### config.mk
export PLATFORM = sky130hd
export DESIGN_NAME = fp_add_pipe
export DESIGN_NICKNAME = d
export VERILOG_FILES = /design/src/rtl/fp_add_pipe.sv
export SDC_FILE = /design/constraint.sdc
export NUM_CORES = 1
export LEC_CHECK = 0
export BUFFER_PORTS_ARGS = -buffer_cell sky130_fd_sc_hd__buf_2
export CELL_PAD_IN_SITES_DETAIL_PLACEMENT = 0
export CELL_PAD_IN_SITES_GLOBAL_PLACEMENT = 2
export CORE_MARGIN = 2
export CORE_UTILIZATION = 41
export CTS_CLUSTER_DIAMETER = 100
export CTS_CLUSTER_SIZE = 14
export DETAILED_ROUTE_END_ITERATION = 10
export PLACE_DENSITY_LB_ADDON = 0.1
export SYNTH_ARGS = -nofsm -noshare
export SYNTH_HDL_FRONTEND = slang
export SYNTH_SLANG_ARGS = --single-unit
export TNS_END_PERCENT = 30
### constraint.sdc
create_clock -name clk -period 10.6 [get_ports clk]
set_input_delay 1.06 -clock clk [delete_from_list [all_inputs] [get_ports clk]]
set_output_delay 1.06 -clock clk [all_outputs]
set_load 0.02 [all_outputs]
### src/rtl/fp_add_pipe.sv
// Pipelined floating-point adder/subtractor: operand capture, then unpack/swap, align,
// add/subtract with leading-zero count, and normalize/round/pack into the output register.
module fp_add_pipe #(
  parameter int EXP_W = 8,
  parameter int MAN_W = 23,
  localparam int W = 1 + EXP_W + MAN_W
) (
  input  logic         clk,
  input  logic         rst_n,
  input  logic         in_valid,
  output logic         in_ready,
  input  logic [W-1:0] op_a,
  input  logic [W-1:0] op_b,
  input  logic         sub,
  output logic         out_valid,
  input  logic         out_ready,
  output logic [W-1:0] result,
  output logic [3:0]   flags
);
  localparam int MW  = MAN_W + 4;
  localparam int LZW = $clog2(MW + 1);
  localparam int XW  = EXP_W + 2;
  localparam logic [W-1:0] QNAN = {1'b0, {EXP_W{1'b1}}, 1'b1, {(MAN_W-1){1'b0}}};
  localparam logic signed [XW-1:0] EMAX = XW'((1 << EXP_W) - 1);

  // Handshake: a transfer happens on every rising edge where valid && ready is high. All
  // stage registers move together on advance, and in_ready equals advance.
  logic advance;
  assign advance  = !out_valid || out_ready;
  assign in_ready = advance;

  logic             v0, v1, v2, v3;
  logic [W-1:0]     a0, b0;
  logic             sub0;
  logic             s1_sx, s1_eff_sub, s1_xnz, s1_ynz, s1_spec;
  logic [EXP_W-1:0] s1_ex, s1_d;
  logic [MAN_W-1:0] s1_mx, s1_my;
  logic [W-1:0]     s1_spec_res;
  logic [3:0]       s1_spec_flg;
  logic             s2_sx, s2_eff_sub, s2_spec;
  logic [EXP_W-1:0] s2_ex;
  logic [MW-1:0]    s2_mx, s2_my;
  logic [W-1:0]     s2_spec_res;
  logic [3:0]       s2_spec_flg;
  logic             s3_sx, s3_eff_sub, s3_spec;
  logic [EXP_W-1:0] s3_ex;
  logic [MW:0]      s3_sum;
  logic [LZW-1:0]   s3_lzc;
  logic [W-1:0]     s3_spec_res;
  logic [3:0]       s3_spec_flg;

  // Unpack and order by magnitude; denormals collapse to signed zero.
  logic             sa, sb, a_nan, b_nan, a_inf, b_inf, swap, sx;
  logic [EXP_W-1:0] ea, eb, ex, ey;
  logic [MAN_W-1:0] ma, mb, mx, my;
  logic             c1_spec;
  logic [W-1:0]     c1_res;
  logic [3:0]       c1_flg;

  always_comb begin
    sa    = a0[W-1];
    sb    = b0[W-1] ^ sub0;
    ea    = a0[W-2:MAN_W];
    eb    = b0[W-2:MAN_W];
    ma    = (ea == '0) ? '0 : a0[MAN_W-1:0];
    mb    = (eb == '0) ? '0 : b0[MAN_W-1:0];
    a_nan = (&ea) && (|ma);
    b_nan = (&eb) && (|mb);
    a_inf = (&ea) && (ma == '0);
    b_inf = (&eb) && (mb == '0);
    swap  = {eb, mb} > {ea, ma};
    sx    = swap ? sb : sa;
    ex    = swap ? eb : ea;
    ey    = swap ? ea : eb;
    mx    = swap ? mb : ma;
    my    = swap ? ma : mb;
    c1_spec = 1'b0;
    c1_res  = '0;
    c1_flg  = '0;
    if (a_nan || b_nan) begin
      c1_spec = 1'b1;
      c1_res  = QNAN;
    end else if (a_inf && b_inf && (sa != sb)) begin
      c1_spec = 1'b1;
      c1_res  = QNAN;
      c1_flg  = 4'b1000;
    end else if (a_inf || b_inf) begin
      c1_spec = 1'b1;
      c1_res  = {sx, {EXP_W{1'b1}}, {MAN_W{1'b0}}};
    end
  end

  // Align: the wide shift keeps every shifted-out bit so it can fold into sticky.
  logic [2*MW-1:0] y_ext;
  logic [31:0]     sh;
  logic [MW-1:0]   c2_my;

  always_comb begin
    sh    = (32'(s1_d) > 32'(MW - 1)) ? 32'(MW - 1) : 32'(s1_d);
    y_ext = {s1_ynz, s1_my, 3'b000, {MW{1'b0}}} >> sh;
    c2_my = {y_ext[2*MW-1:MW+1], y_ext[MW] | (|y_ext[MW-1:0])};
  end

  logic [MW:0]    c3_sum;
  logic [LZW-1:0] c3_lzc;

  always_comb begin
    c3_sum = s2_eff_sub ? ({1'b0, s2_mx} - {1'b0, s2_my}) : ({1'b0, s2_mx} + {1'b0, s2_my});
    c3_lzc = LZW'(MW);
    for (int i = 0; i < MW; i++) begin
      if (c3_sum[i]) c3_lzc = LZW'(MW - 1 - i);
    end
  end

  // Normalize drops the hidden bit: norm holds {mantissa, guard, round, sticky}.
  logic [MW-2:0]          norm;
  logic signed [XW-1:0]   e_norm, e_fin;
  logic [MAN_W:0]         mant_r;
  logic                   g, rs, rup, inexact;
  logic [W-1:0]           c4_res;
  logic [3:0]             c4_flg;

  always_comb begin
    if (s3_sum[MW]) begin
      norm   = {s3_sum[MW-1:2], |s3_sum[1:0]};
      e_norm = XW'(s3_ex) + XW'(1);
    end else begin
      norm   = s3_sum[MW-2:0] << s3_lzc;
      e_norm = XW'(s3_ex) - XW'(s3_lzc);
    end
    g       = norm[2];
    rs      = |norm[1:0];
    inexact = g | rs;
    rup     = g & (rs | norm[3]);
    mant_r  = {1'b0, norm[MW-2:3]} + {{MAN_W{1'b0}}, rup};
    e_fin   = e_norm + XW'(mant_r[MAN_W]);
    c4_res  = '0;
    c4_flg  = '0;
    if (s3_spec) begin
      c4_res = s3_spec_res;
      c4_flg = s3_spec_flg;
    end else if (s3_sum == '0) begin
      c4_res = {s3_eff_sub ? 1'b0 : s3_sx, {(W-1){1'b0}}};
    end else if (e_norm <= 0) begin
      c4_res = {s3_sx, {(W-1){1'b0}}};
      c4_flg = 4'b0011;
    end else if (e_fin >= EMAX) begin
      c4_res = {s3_sx, {EXP_W{1'b1}}, {MAN_W{1'b0}}};
      c4_flg = 4'b0101;
    end else begin
      c4_res = {s3_sx, e_fin[EXP_W-1:0], mant_r[MAN_W-1:0]};
      c4_flg = {3'b000, inexact};
    end
  end

  always_ff @(posedge clk or negedge rst_n) begin
    if (!rst_n) begin
      v0        <= 1'b0;
      v1        <= 1'b0;
      v2        <= 1'b0;
      v3        <= 1'b0;
      out_valid <= 1'b0;
      result    <= '0;
      flags     <= '0;
    end else if (advance) begin
      v0        <= in_valid;
      v1        <= v0;
      v2        <= v1;
      v3        <= v2;
      out_valid <= v3;
      if (v3) begin
        result <= c4_res;
        flags  <= c4_flg;
      end
    end
  end

  always_ff @(posedge clk) begin
    if (advance) begin
      a0          <= op_a;
      b0          <= op_b;
      sub0        <= sub;
      s1_sx       <= sx;
      s1_eff_sub  <= sa ^ sb;
      s1_ex       <= ex;
      s1_d        <= ex - ey;
      s1_mx       <= mx;
      s1_my       <= my;
      s1_xnz      <= (ex != '0);
      s1_ynz      <= (ey != '0);
      s1_spec     <= c1_spec;
      s1_spec_res <= c1_res;
      s1_spec_flg <= c1_flg;
      s2_sx       <= s1_sx;
      s2_eff_sub  <= s1_eff_sub;
      s2_ex       <= s1_ex;
      s2_mx       <= {s1_xnz, s1_mx, 3'b000};
      s2_my       <= c2_my;
      s2_spec     <= s1_spec;
      s2_spec_res <= s1_spec_res;
      s2_spec_flg <= s1_spec_flg;
      s3_sx       <= s2_sx;
      s3_eff_sub  <= s2_eff_sub;
      s3_ex       <= s2_ex;
      s3_sum      <= c3_sum;
      s3_lzc      <= c3_lzc;
      s3_spec     <= s2_spec;
      s3_spec_res <= s2_spec_res;
      s3_spec_flg <= s2_spec_flg;
    end
  end
endmodule

## Word level (Yosys, flattened, before mapping)

Index checks and enable logic that the tools add are counted.
Widths: inputs -> output; s select.

- Flip-flop bits (word level): 387
- Output and inout port bits: 38

- Add/sub/neg operators: 7
- Magnitude comparators: 4
- Equal/unequal tests: 1
- Shifts and indexed selects: 2
- Muxes and demuxes: 49
- Bitwise operators: 7
- Reductions and logical operators: 31

Operator list:

| kind | count |
|---|---|
| $mux 31 | 3 |
| $mux 23 | 4 |
| $mux 32 | 2 |
| $shr 54x8->54 | 1 |
| $mux 5 | 10 |
| $logic_not 23->1 | 2 |
| $reduce_or 23->1 | 2 |
| $mux 4 | 10 |
| $gt 31x31->1 | 1 |
| $add 27x27->28 | 1 |
| $logic_not 28->1 | 1 |
| $mux 28 | 1 |
| $sub 27x27->28 | 1 |
| $reduce_or 27->1 | 1 |
| $mux 26 | 1 |
| $shl 26x5->26 | 1 |
| $add 23x1->24 | 1 |
| $mux 8 | 3 |
| $mux 3 | 7 |
| $logic_not 8->1 | 2 |
| $reduce_and 8->1 | 2 |
| $reduce_bool 8->1 | 2 |
| $reduce_or 16->1 | 1 |
| $add 10x1->10 | 1 |
| 22 further kinds | 40 |

## Longest topological paths before layout

- Word-level depth: 28
- Mapped depth: 19

## Worst setup path before layout

Ideal clock, no wire load.

- Kind: input to register
- Start point: in out_ready
- End point: reg result[22]
- Setup time: 0.082 ns
- Data arrival time: 10.244 ns
- Data required time: 10.518 ns
- Path slack: 0.274 ns
- Stages on the path: 9
- Path buffers: 2
- Cell sequence: nand2b_1 -> clkbuf_1 -> nand2_1 -> nor2_1 -> o21ai_0 -> or2_2 -> nand2b_1 -> clkbuf_1 -> o22ai_1

- Word-level cells in the longest chain between the ends: 2

RTL lines:

| what | RTL line | source |
|---|---|---|
| start: declaration | 16 | `input logic out_ready,` |
| $logic_or 1x1->1 | 29 | `assign advance = !out_valid \|\| out_ready;` |
| named net in_ready | 11 | `output logic in_ready,` |
| $reduce_and 2->1 (no source line) | -- |  |
| end signal: assignment | 172 | `result <= c4_res;` |
| end: declaration | 17 | `output logic [W-1:0] result,` |

The timed path passes the listed nets, and every way through them passes these cells.
A chain may end at the register's enable or synchronous reset.

## Final worst setup path

- Start point: reg s3_lzc[3]
- End point: reg result[5]

- Word-level cells in the longest chain between the ends: 12
- Elaborated cells on any way between the ends: 15

RTL lines:

| what | RTL line | source |
|---|---|---|
| start: declaration | 48 | `logic [LZW-1:0] s3_lzc;` |
| start signal: assignment | 206 | `s3_lzc <= c3_lzc;` |
| $shl 26x5->26 | 128 | `norm = s3_sum[MW-2:0] << s3_lzc;` |
| $mux 26 | 124 | `if (s3_sum[MW]) begin` |
| $reduce_or 2->1 | 132 | `rs = \|norm[1:0];` |
| $or 1x1->1 | 134 | `rup = g & (rs \| norm[3]);` |
| $and 1x1->1 | 134 |  |
| $add 23x1->24 | 135 | `mant_r = {1'b0, norm[MW-2:3]} + {{MAN_W{1'b0}}, rup};` |
| $add 10x1->10 | 136 | `e_fin = e_norm + XW'(mant_r[MAN_W]);` |
| $ge 10x9->1 | 147 | `end else if (e_fin >= EMAX) begin` |
| $mux 31 | 147 |  |
| $mux 31 (*) | 144 | `end else if (e_norm <= 0) begin` |
| $mux 32 (*) | 142 | `end else if (s3_sum == '0) begin` |
| $mux 32 (*) | 139 | `if (s3_spec) begin` |

Mark *: on every way between the ends. The rest lies on a longest branch, timed or not.

==> summary.md <==
| Metric | Value |
|---|---|
| Post-synthesis sequential area ratio | `a little under half` |
| Endpoints failing hold | `0` |
| Initial antenna violation count | `0` |
| Via count | `~14000` |
| Die extent in x | `about 210 um` |
| Crit path from | `s3_lzc[3]` |
| Syn_nets | `between 1500 and 2000` |
| RSZ-0062 raised after global routing | `no` |
| Post-synth ARST share | `around 14%` |
| Core area | `43900 um^2` |
| DR pass1 iterations | `6` |
| Clk_lat worst skew | `about 0.55 ns` |
| Post-synth EDFFs | `between 200 and 250` |
| Initial DRC Count | `974` |
| Distinct cells, synth | `85` |
| Synthesized instance count | `1764` |
| Fin. max-slew vios | `0` |
| Worst-path clk slew | `~0.07 ns` |
| Fin cells | `2427` |
| Final WL | `48000 um` |
| Pwr Density | `roughly 340 nW/um^2` |
| Total Nets Final | `1987` |
| Worst slew margin relative to its limit | `between 20% and 30%` |
| N_diodes | `0` |
| CTS Buf Count | `24` |
| Tmin final | `6.74 ns` |
| Grt total ovfl | `0` |
| Reg2reg start | `s3_lzc[3]` |
| Pre-CTS worst setup slack | `4.05 ns` |
| Final setup viols | `0` |
| Area growth from synthesis to layout | `9.38%` |
| Residual DRC | `0` |
| Critical Path RT | `roughly 11 ns` |
| Min-Delay Path Class | `reg2reg` |
| Reg-to-reg critical path endpoint | `result[5]` |
| Worst hold path depth | `0` |
| R2R cell count | `16` |
| Resize count post-CTS | `0` |
| Worst vdd ir | `roughly 140 uV` |
| Die area | `around 46000 um^2` |
| Worst-margin pin slew | `approximately 1.2 ns` |
| Starting Density | `41.3%` |
| FF+latch count, synth | `288` |
| Ys Warns | `0` |
| Clock sink count | `around 290` |
| Htree depth | `1` |
| Clock root buffer | `clkbuf_16` |
| I/O Buffers | `106` |
| CTS tree | `done` |
| DP Wirelength | `around 37000 um` |
| Synth Flop Type | `edfxtp_1` |
| Clock buffer depth | `3` |
| Final instance area | `between 15000 and 20000 um^2` |
| Largest net degree at the start of global routing | `82` |
| First-pass GRT wire length | `between 70000 and 80000 um` |
| ANT nets after route | `0` |
| Setup TNS | `0 ns` |
| Final Power | `6.72 mW` |
| Worst EP arrival | `between 7 and 8 ns` |
| Critical path peak fanout | `25` |
| Startpoint Class | `register` |
| Routability cong. | `about 0.85` |
| Total of max-cap violations | `0` |
| Share of post-route cells with drive strength above 1 | `between 10% and 20%` |
| Hold buffers post-CTS | `0` |
| Max Freq | `between 100 and 150 MHz` |
| R2R Setup Slk | `3.86 ns` |
| Placed cell area | `19200 um^2` |
| Die Height | `214 um` |
| Vias per cell | `approximately 5.6` |
| Placed cells | `2392` |
| IO Pins | `107` |
| Status | `finished, final reports clean` |
| Crit end category | `register` |
| Final period util | `approximately 64%` |
| Finished Core Util | `a little under half` |
| Vias in the first global route | `13243` |
| Mapped Avg Cell Area | `a little over 10 um^2` |
| Setup CP Type | `reg2reg` |
| Hold Slack | `0.418 ns` |
| FP Rows | `a little under 80` |
| Final worst slack | `a little under 4 ns` |
| Static Leak | `7.99 nW` |
| Number of fill cells | `about 4300` |
| Clock Skew | `approximately 0.015 ns` |
| WL per Instance | `~20 um` |
| CP endpoint | `result[5]` |
| Post-Syn Area | `around 18000 um^2` |
| # Post-CTS Setup Buffers | `0` |
| Tot GR Track Use | `around a fifth` |
state kept, by name (all words and copies together) (netlist names), 8 cells and up:
signal and cells:
s2_my 27, s3_sum 28, b0 32, s1_ex 8, a0 32, s3_ex 8, result 32, s1_mx 23
s2_ex 8, s1_d 8, s2_mx 24, s1_my 23
worst max-delay path, stage by stage (launching register included):
cell       delay [ns]
edfxtp_1         0.66
clkinv_1         0.88
mux4_2           0.61
a221o_1          0.13
o21ai_0          0.16
a211o_1          0.31
or3b_1           0.41
or3_1            0.40
nor4b_1          0.63
ha_1             0.28
ha_1             0.21
and4_1           0.25
o21ai_0          0.12
o2111ai_1        0.13
a21boi_0         0.55
nor2b_1          0.65
a32o_1           0.27
Yosys cell counts (5+ instances only):
| cell | n | share of area [%] |
|---|---|---|
| xor2_1 | 29 | 1.4 |
| o22ai_1 | 12 | 0.41 |
| mux2_2 | 14 | 0.87 |
| o221a_2 | 6 | 0.37 |
| o211a_1 | 5 | 0.28 |
| a22o_1 | 8 | 0.39 |
| nand3_1 | 37 | 1.0 |
| a211oi_1 | 26 | 1.1 |
| xnor2_1 | 27 | 1.3 |
| o41ai_1 | 8 | 0.39 |
| a21o_1 | 15 | 0.62 |
| a31oi_1 | 18 | 0.62 |
| nand2_1 | 228 | 4.7 |
| nor4b_1 | 9 | 0.43 |
| and3_1 | 20 | 0.69 |
| nand4_1 | 25 | 0.86 |
| ha_1 | 90 | 6.2 |
| edfxtp_1 | 247 | 41 |
| inv_1 | 83 | 1.7 |
| o21a_1 | 14 | 0.58 |
| and2_1 | 39 | 1.3 |
| o2111ai_1 | 7 | 0.34 |
| buf_2 | 5 | 0.14 |
| o31ai_1 | 11 | 0.46 |
| a32oi_1 | 6 | 0.29 |
| a2111oi_0 | 9 | 0.43 |
| or2_2 | 11 | 0.38 |
| nor4_1 | 23 | 0.79 |
| a22oi_1 | 9 | 0.37 |
| a21oi_1 | 94 | 2.6 |
| clkbuf_1 | 68 | 1.4 |
| or3_1 | 14 | 0.48 |
| o211ai_1 | 7 | 0.29 |
| o21ai_0 | 133 | 3.7 |
| nor2_1 | 92 | 1.9 |
| dfrtp_1 | 41 | 5.7 |
| nand2b_1 | 22 | 0.76 |
| nor3_1 | 40 | 1.1 |
| nor2b_1 | 19 | 0.66 |
| buf_1 | 9 | 0.19 |
| mux2i_1 | 72 | 4.0 |
| mux4_2 | 19 | 2.4 |
| mux4_1 | 9 | 1.3 |
| o21bai_1 | 7 | 0.29 |
where the power goes:
part	total [mW]	internal, mW	switching [mW]
logic	3.68	1.39	2.29
clock network	0.829	0.428	0.401
registers	2.21	1.83	0.377
total	6.72	3.65	3.07
final cells by class:
type	instances	area [um^2]	share of cell area [%]
Timing Repair Buffer	121	643	3.24
Sequential cell	288	8440	42.5
Tap cell	592	741	3.73
Inverter	85	319	1.61
Multi-Input combinational cell	1306	9030	45.5
Clock inverter	1	8.76	0.0441
Clock buffer	34	659	3.32
routing by layer:
metal	vias up	global-route usage [%]	wire length (um)
li1	6743	-	-
met1	6514	28.2	22400
met2	284	34.2	22500
met3	67	2.62	1900
met4	0	5.97	1250
met5	-	0	0
placed cells by master, fill, tap and decap left out, types with 20 or more instances in the layout:
master	n
dfrtp_1	41
and3_1	20
nand2_1	228
o21ai_0	133
nand2b_1	21
nor2_1	92
a211oi_1	26
nand4_1	25
mux2i_1	72
nor4_1	23
edfxtp_1	247
and2_1	39
a21oi_1	94
nor3_1	40
nand3_1	37
xor2_1	29
xnor2_1	27
ha_1	90
inv_1	83
buf_2	106
clkbuf_16	25
how the worst min path moves through the flow:
| stage | start | end | slack [ns] |
|---|---|---|---|
| after floorplan | s1_eff_sub | s2_eff_sub | 0.40 |
| after global placement | s1_xnz | s2_mx[26] | 0.40 |
| after detailed placement | s1_ex[6] | s2_ex[6] | 0.40 |
| after CTS | s1_mx[5] | s2_mx[8] | 0.42 |
| after global routing | s1_mx[7] | s2_mx[10] | 0.43 |
| final | s1_sx | s2_sx | 0.42 |
logic make-up after synthesis:
group	after synthesis	share of synthesized area, %
AO/OA/AOI/OAI	442	15.8
buffers and inverters	170	3.72
AND/OR/NAND/NOR	602	16.3
flip-flops	288	46.5
adder cells (fa/ha/maj)	92	6.43
XOR/XNOR	56	2.70
multiplexers	114	8.50
No activity file was read; power rests on OpenSTA's default activity.
